==> src/rtl/pingpong_pkg.sv <==
// -----------------------------------------------------------------------------
// pingpong_pkg
//
// Shared types and defaults for the two-bank (ping-pong) sample buffer
// controller and the sample RAM it drives.
//
// Contents:
//   DATA_W_DEFAULT : default sample word width (24-bit audio + 8-bit padding)
//   DEPTH_DEFAULT  : default samples per bank (power of two, >= 4)
//   pp_state_t     : write-side FSM state (FILL / STALL)
//   bank_sel_t     : one-bit bank selector
//   other_bank()   : returns the opposite bank of a selector
//
// Optional build macro used by the controller: PINGPONG_DROP_CNT_EN.
// -----------------------------------------------------------------------------
package pingpong_pkg;

  localparam int DATA_W_DEFAULT = 32;
  localparam int DEPTH_DEFAULT  = 256;

  // FILL  : the writer owns a bank that still has free slots.
  // STALL : both banks are full and unacknowledged; samples are dropped.
  typedef enum logic [0:0] {
    FILL  = 1'b0,
    STALL = 1'b1
  } pp_state_t;

  typedef logic bank_sel_t;

  function automatic bank_sel_t other_bank(input bank_sel_t b);
    return ~b;
  endfunction

endpackage

==> src/rtl/pingpong_bank_tracker.sv <==
// -----------------------------------------------------------------------------
// pingpong_bank_tracker
//
// Tracks which of the two banks hold a complete, unconsumed set of samples and
// hands them to the consumer in fill order.
//
// Ports:
//   clk          : system clock
//   rst          : synchronous reset, active-high
//   set_full_i   : pulse, the last slot of bank set_bank_i was accepted
//   set_bank_i   : bank being marked full
//   buf_ack_i    : consumer pulse, finished reading rd_bank_o
//   bank_full_o  : per-bank full flags (registered)
//   rd_bank_o    : bank the consumer must read while buf_ready_o=1
//   buf_ready_o  : registered, a full bank is waiting for the consumer
//   ack_fire_o   : buf_ack_i was honoured this cycle (buf_ready_o was 1)
//
// Handshake: buf_ready_o/buf_ack_i form a valid/ack pair. An ack counts only
// in a cycle where buf_ready_o=1; it then frees rd_bank_o and advances
// rd_bank_o to the other bank. An ack while buf_ready_o=0 has no effect.
// -----------------------------------------------------------------------------
module pingpong_bank_tracker
  import pingpong_pkg::*;
(
  input  logic       clk,
  input  logic       rst,
  input  logic       set_full_i,
  input  bank_sel_t  set_bank_i,
  input  logic       buf_ack_i,
  output logic [1:0] bank_full_o,
  output bank_sel_t  rd_bank_o,
  output logic       buf_ready_o,
  output logic       ack_fire_o
);

  logic [1:0] bank_full_q, bank_full_d;
  logic [1:0] bank_clr;
  bank_sel_t  rd_bank_q, rd_bank_d;
  logic       buf_ready_q, buf_ready_d;
  logic       ack_fire;

  assign ack_fire = buf_ack_i && buf_ready_q;

  always_comb begin
    bank_clr  = bank_full_q;
    rd_bank_d = rd_bank_q;
    if (ack_fire) begin
      bank_clr[rd_bank_q] = 1'b0;
      rd_bank_d           = other_bank(rd_bank_q);
    end

    bank_full_d = bank_clr;
    if (set_full_i) begin
      bank_full_d[set_bank_i] = 1'b1;
    end

    // Readiness follows the flags as they stood before this cycle's set, so
    // a freshly completed bank becomes visible one cycle after its flag sets,
    // i.e. after its final RAM write has landed. Acks take effect at once so
    // buf_ready never lingers high on a bank that was just released.
    buf_ready_d = bank_clr[rd_bank_d];
  end

  always_ff @(posedge clk) begin
    if (rst) begin
      bank_full_q <= 2'b00;
      rd_bank_q   <= 1'b0;
      buf_ready_q <= 1'b0;
    end else begin
      bank_full_q <= bank_full_d;
      rd_bank_q   <= rd_bank_d;
      buf_ready_q <= buf_ready_d;
    end
  end

  assign bank_full_o = bank_full_q;
  assign rd_bank_o   = rd_bank_q;
  assign buf_ready_o = buf_ready_q;
  assign ack_fire_o  = ack_fire;

endmodule

==> src/rtl/pingpong_buffer_ctrl.sv <==
// -----------------------------------------------------------------------------
// pingpong_buffer_ctrl
//
// Ping-pong sample RAM controller between the I2S capture path and the
// downstream consumer. The write side turns s_valid strobes into registered
// RAM writes and swaps banks when one fills; the read side (bank tracker)
// presents completed banks in fill order. When both banks are full and
// unacknowledged the writer stalls and drops samples.
//
// Parameters:
//   DATA_W : sample word width
//   DEPTH  : samples per bank (power of two, >= 4)
//   ADDR_W : in-bank address width
//
// Ports:
//   clk, rst        : clock, synchronous active-high reset
//   en              : capture enable (s_valid ignored and position held when 0)
//   s_valid, s_data : one-cycle sample strobe and word
//   ram_we          : RAM write enable (one cycle after an accepted sample)
//   ram_waddr       : {bank, in-bank address}
//   ram_wdata       : registered copy of the accepted sample
//   buf_ready       : a full bank is waiting for the consumer
//   rd_bank         : bank to read while buf_ready=1
//   buf_ack         : consumer finished rd_bank (honoured only if buf_ready=1)
//   buffer_full     : writer is stalled, samples are being dropped
//   overflow_sticky : a sample has been dropped since reset
//   drop_count      : saturating dropped-sample counter
//                     (present only when PINGPONG_DROP_CNT_EN is defined)
//   dbg_state       : current write FSM state
//
// Handshake: buf_ready/buf_ack are a valid/ack pair; buf_ready holds until an
// ack is seen in a cycle where buf_ready=1. s_valid has no back-pressure: a
// strobe is either accepted (FILL, en=1), dropped (STALL, en=1) or ignored
// (en=0).
// -----------------------------------------------------------------------------
module pingpong_buffer_ctrl
  import pingpong_pkg::*;
#(
  parameter int DATA_W = DATA_W_DEFAULT,
  parameter int DEPTH  = DEPTH_DEFAULT,
  parameter int ADDR_W = $clog2(DEPTH)
) (
  input  logic              clk,
  input  logic              rst,
  input  logic              en,
  input  logic              s_valid,
  input  logic [DATA_W-1:0] s_data,
  output logic              ram_we,
  output logic [ADDR_W:0]   ram_waddr,
  output logic [DATA_W-1:0] ram_wdata,
  output logic              buf_ready,
  output logic              rd_bank,
  input  logic              buf_ack,
  output logic              buffer_full,
  output logic              overflow_sticky,
`ifdef PINGPONG_DROP_CNT_EN
  output logic [15:0]       drop_count,
`endif
  output pp_state_t         dbg_state
);

  // ---------------------------------------------------------------------------
  // Write-side state
  // ---------------------------------------------------------------------------
  pp_state_t         state_q, state_d;
  bank_sel_t         wr_bank_q, wr_bank_d;
  logic [ADDR_W-1:0] wr_addr_q, wr_addr_d;

  logic              ram_we_q, ram_we_d;
  logic [ADDR_W:0]   ram_waddr_q, ram_waddr_d;
  logic [DATA_W-1:0] ram_wdata_q, ram_wdata_d;
  logic              sticky_q, sticky_d;

  logic              accept;
  logic              drop;
  logic              last_accept;
  logic              other_free;

  // Bank tracker interface
  logic [1:0]        bank_full;
  bank_sel_t         trk_rd_bank;
  logic              trk_buf_ready;
  logic              ack_fire;

  assign accept      = s_valid && en && (state_q == FILL);
  assign drop        = s_valid && en && (state_q == STALL);
  assign last_accept = accept && (wr_addr_q == ADDR_W'(DEPTH - 1));

  // The other bank counts as free if it is empty now, or if the consumer is
  // releasing it in this very cycle (ack wins over a simultaneous last write).
  assign other_free = !bank_full[other_bank(wr_bank_q)] ||
                      (ack_fire && (trk_rd_bank == other_bank(wr_bank_q)));

  // ---------------------------------------------------------------------------
  // Next-state / datapath
  // ---------------------------------------------------------------------------
  always_comb begin
    state_d     = state_q;
    wr_bank_d   = wr_bank_q;
    wr_addr_d   = wr_addr_q;
    ram_we_d    = accept;
    ram_waddr_d = ram_waddr_q;
    ram_wdata_d = ram_wdata_q;
    sticky_d    = sticky_q || drop;

    if (accept) begin
      ram_waddr_d = {wr_bank_q, wr_addr_q};
      ram_wdata_d = s_data;
    end

    unique case (state_q)
      FILL: begin
        if (accept) begin
          // DEPTH is a power of two, so the increment wraps to 0 on its own.
          wr_addr_d = wr_addr_q + ADDR_W'(1);
          if (last_accept) begin
            // Toggle in both outcomes: when stalling, the toggled bank is the
            // older full one, which is exactly the next bank to be freed.
            wr_bank_d = other_bank(wr_bank_q);
            if (!other_free) begin
              state_d = STALL;
            end
          end
        end
      end
      STALL: begin
        // Any honoured ack here frees wr_bank; wr_addr is already 0.
        if (ack_fire) begin
          state_d = FILL;
        end
      end
      default: state_d = FILL;
    endcase
  end

  always_ff @(posedge clk) begin
    if (rst) begin
      state_q     <= FILL;
      wr_bank_q   <= 1'b0;
      wr_addr_q   <= '0;
      ram_we_q    <= 1'b0;
      ram_waddr_q <= '0;
      ram_wdata_q <= '0;
      sticky_q    <= 1'b0;
    end else begin
      state_q     <= state_d;
      wr_bank_q   <= wr_bank_d;
      wr_addr_q   <= wr_addr_d;
      ram_we_q    <= ram_we_d;
      ram_waddr_q <= ram_waddr_d;
      ram_wdata_q <= ram_wdata_d;
      sticky_q    <= sticky_d;
    end
  end

`ifdef PINGPONG_DROP_CNT_EN
  // ---------------------------------------------------------------------------
  // Saturating dropped-sample counter
  // ---------------------------------------------------------------------------
  logic [15:0] drop_cnt_q, drop_cnt_d;

  always_comb begin
    drop_cnt_d = drop_cnt_q;
    if (drop && (drop_cnt_q != 16'hFFFF)) begin
      drop_cnt_d = drop_cnt_q + 16'd1;
    end
  end

  always_ff @(posedge clk) begin
    if (rst) begin
      drop_cnt_q <= 16'd0;
    end else begin
      drop_cnt_q <= drop_cnt_d;
    end
  end

  assign drop_count = drop_cnt_q;
`endif

  // ---------------------------------------------------------------------------
  // Read side
  // ---------------------------------------------------------------------------
  pingpong_bank_tracker u_tracker (
    .clk         (clk),
    .rst         (rst),
    .set_full_i  (last_accept),
    .set_bank_i  (wr_bank_q),
    .buf_ack_i   (buf_ack),
    .bank_full_o (bank_full),
    .rd_bank_o   (trk_rd_bank),
    .buf_ready_o (trk_buf_ready),
    .ack_fire_o  (ack_fire)
  );

  // ---------------------------------------------------------------------------
  // Outputs
  // ---------------------------------------------------------------------------
  assign ram_we          = ram_we_q;
  assign ram_waddr       = ram_waddr_q;
  assign ram_wdata       = ram_wdata_q;
  assign buf_ready       = trk_buf_ready;
  assign rd_bank         = trk_rd_bank;
  assign buffer_full     = (state_q == STALL);
  assign overflow_sticky = sticky_q;
  assign dbg_state       = state_q;

endmodule

==> config.mk <==
export PLATFORM = sky130hd
export DESIGN_NAME = pingpong_buffer_ctrl
export DESIGN_NICKNAME = d
export VERILOG_FILES = /design/src/rtl/pingpong_pkg.sv /design/src/rtl/pingpong_bank_tracker.sv /design/src/rtl/pingpong_buffer_ctrl.sv
export SDC_FILE = /design/constraint.sdc
export NUM_CORES = 1
export LEC_CHECK = 0
export BUFFER_PORTS_ARGS = -buffer_cell sky130_fd_sc_hd__buf_2
export CAP_MARGIN = 20
export CORE_MARGIN = 2
export CORE_UTILIZATION = 47
export CTS_CLUSTER_SIZE = 30
export DETAILED_ROUTE_END_ITERATION = 8
export PLACE_DENSITY = 0.84
export SYNTH_ARGS = -nofsm -noshare
export SYNTH_HDL_FRONTEND = slang
export SYNTH_SLANG_ARGS = --single-unit
==> constraint.sdc <==
create_clock -name clk -period 2 [get_ports clk]
set_input_delay 0.2 -clock clk [delete_from_list [all_inputs] [get_ports clk]]
set_output_delay 0.2 -clock clk [all_outputs]
set_load 0.01 [all_outputs]
==> impl_results.md <==
* Hold WS at approximately 0.11 ns
* Top post-synthesis cells by area: dfxtp_1 54%, nand2_1 16%, a21oi_1 12%, buf_2 1.4%, clkbuf_1 1.4%
* Multi-input logic area at between 800 and 900 um^2
* Vias in the first global route at roughly 1900
* Reg2reg end: u_tracker.bank_full_o[0]
* GPL Wtd Cong at roughly 0.77
* Initial antenna violation count at 0
* Hold path endpoint: ram_wdata[13]
* 1st-iter DRT viols at around 110
* Filler cell count at just under 400
* Post-CTS Hold Buffers at 0
* HP Start: s_data[13]
* EDFF count, synth at 0
* Clock slew at reported path FFs at about 0.070 ns
* Area Growth Syn to Fin at 29.84%
* Logic pwr share at under 10%
* Sequential fraction of design power at between 40% and 50%
* Yosys top cell area share at between 50 and 60%
* Internal at approximately 1.8 mW
* Hpwl dp at 3208 um
* WS Path Type: reg2reg
* Number of port buffers at between 80 and 90
* Post-Syn Instances at between 200 and 300
* Synth unique cells at 32
* Critical Path Start Type: flop
* Worst Path Required at 2.25 ns
* Top post-synthesis cells by count: 89 x nand2_1, 57 x dfxtp_1, 51 x a21oi_1
* Worst R2R Path Depth at 4
* Htree depth at 3
* Post-DP Area at roughly 2500 um^2
* NetSw at approximately 550 uW
* Max FO, Critical Path at 8
* Setup_tns at 0 ns
* Max Buffers Root-to-Sink at 2
* Pins over their slew limit at 0
* Total CTS buffers at 9
* CP Cell Sequence: ha_1 -> nand2_2 -> or4_1 -> a21oi_1
* Mapped cell area at 2113 um^2
* Share of post-route cells with drive strength above 1 at a little under a third
* Yosys reg bits at 57
* Hold Path Class: in2reg
* Reg2reg setup slack at between 0.5 and 0.6 ns
* Total track usage at roughly a fifth
* Post_cts resized at 0
* Clk sinks at 57
* Worst skew pair latency at around 0.32 ns
* Count leader, synth: nand2_1
* Cell Count, Final, Fillers Out at about 400
* Status: finished, final reports clean
* Via count at 1987
* FF+latch area at between 1000 and 1500 um^2
* Fmax at 675.4 MHz
* Sw frac at between 20 and 25%
* P per Cell Area at 872.8 nW/um^2
* Final setup vio count at 0
* Leading area contributor after synthesis: dfxtp_1
* Maximum number of pins on one net before global-route repair at 32
* Tmin final at between 1 and 1.5 ns
* Post-Place Cells at roughly 380
* Die span in y at approximately 70 um
* DRC violations left at 0
* Drt total wl at roughly 4700 um
* Final ANT Viol Nets at 0
* Reg2reg start: wr_addr_q[0]
* Synth Warn # at 0
* Full die area at 5049 um^2
* Die X at ~71 um
* Avg WL per Cell at about 12 um
* Lkg Pwr at approximately 1.2 nW
* Slowest-stage cell, CP: or4_1
* Core region area at about 4400 um^2
* Clock power share at between 40% and 50%
* Initial DRT Pass Iterations at 4
* First-pass GRT wire length at 7783 um
* CTS tree: yes
* Finished layout cell area at between 2000 and 3000 um^2
* Final Skew at 0.007136 ns
* Root buffer cell: clkbuf_8
* Post-synthesis sequential area ratio at 54.00%
* Via density at ~5.0
* Post-CTS setup buffer count at 0
* Mapped Avg Cell Area at slightly above 8 um^2
* Slew Limit Headroom at about two thirds
* Worst Tran Pin Value at 0.4945 ns
* Final nets at 376
* Worst endpoint data arrival time at roughly 1.7 ns
* Row count at 24
* Max-Cap Viols at 0
* Most used flip-flop cell after synthesis: dfxtp_1
* Initial Util at approximately half
* VDD IR-drop max at approximately 0.53 mV
* Fin. Hold Viols at 0
* Final worst-path cycle share at 74.03%
* Critical path capture point type: flop
* Ports at 84
* Grt ovf at 0
* Max incr delay on CP at approximately 0.54 ns
* Antenna diodes at 0
* Share of flip-flops with an asynchronous set or reset at 0%
* Hold path cells at 3
* RSZ-0062 raised after global routing: false
* Syn Nets at approximately 300
* Total power at 2.395 mW
[routing by layer]
layer  routed length [um]  vias to the layer above  track usage, %
met4                  112                        0           10.48
li1                     -                     1018               -
met3                  236                       12           6.125
met5                    0                        -               0
met2                 2339                       67           32.29
met1                 1964                      890           22.35
[worst max-delay path by stage]
stage                 startpoint                        to  cells past startpoint
finish              wr_addr_q[0]  u_tracker.bank_full_o[0]                      4
global route        wr_addr_q[1]  u_tracker.bank_full_o[0]                      4
CTS                 wr_addr_q[0]  u_tracker.bank_full_o[0]                      4
detailed placement  wr_addr_q[0]  u_tracker.bank_full_o[0]                      4
global placement    wr_addr_q[0]  u_tracker.bank_full_o[0]                      4
floorplan           wr_addr_q[0]  u_tracker.bank_full_o[0]                      4
[critical path: cells and delay by family, from the launching register on]
kind | cells | cell delay (ns)
flops | 1 | 0.39
fa+ha+maj | 1 | 0.21
simple gates | 2 | 0.65
compound gates | 1 | 0.16
[power groups by stage]
stage / logic [mW] / registers, mW / clock network [mW]
after CTS: 0.182 / 1.19 / 1.06
after detailed placement: 0.181 / 1.21 / 0
after global placement: 0.178 / 1.21 / 0
final: 0.180 / 1.19 / 1.03
after global routing: 0.203 / 1.19 / 1.11
after floorplan: 0.0788 / 1.23 / 0
[cell type report]
type	instances	area share, %
flip-flops and latches	57	41.59
multi-input cells	180	32.15
repair buffers	88	16.51
clock buffers	10	5.016
well taps	52	2.371
clock inverters	6	2.098
inverters	2	0.2736
[sequential cells by signal, summed over array words and instances, names as in the netlist]
register	count
u_tracker.buf_ready_o	1
buffer_full	1
overflow_sticky	1
ram_we	1
ram_wdata	32
u_tracker.bank_full_o	2
ram_waddr	9
u_tracker.rd_bank_o	1
wr_bank_q	1
wr_addr_q	8
[logic make-up after synthesis]
family / share of synthesized area, %
AO/OA/AOI/OAI: 16.22
XOR/XNOR: 0.4145
adder cells (fa/ha/maj): 0.5920
buffers and inverters: 4.263
flip-flops: 54.00
multiplexers: 0.4737
AND/OR/NAND/NOR: 24.04
[cells in the final DEF, fill, tap and decap left out, types with 2 or more instances in the layout]
cell	n
clkinv_2	4
dfxtp_1	57
nand3b_1	3
a21bo_2	2
buf_2	83
nor2_1	3
or3_1	3
o21ai_0	3
inv_1	2
clkbuf_8	10
o31ai_1	3
nand2b_1	2
or4_1	4
a21oi_1	51
buf_4	5
nand2_1	89
nand3_1	3
[metrics by stage]
| stage | worst slack (ns) | util, % |
|---|---|---|
| final | 0.5194 | 63.02 |
| after global routing | 0.4496 | 63.02 |
| after CTS | 0.5270 | 63.02 |
| after detailed placement | 0.5421 | 58.53 |
| after global placement | 0.5841 | 58.53 |
| after floorplan | 0.6425 | - |
Note: power is estimated with default switching activity, not from simulation.
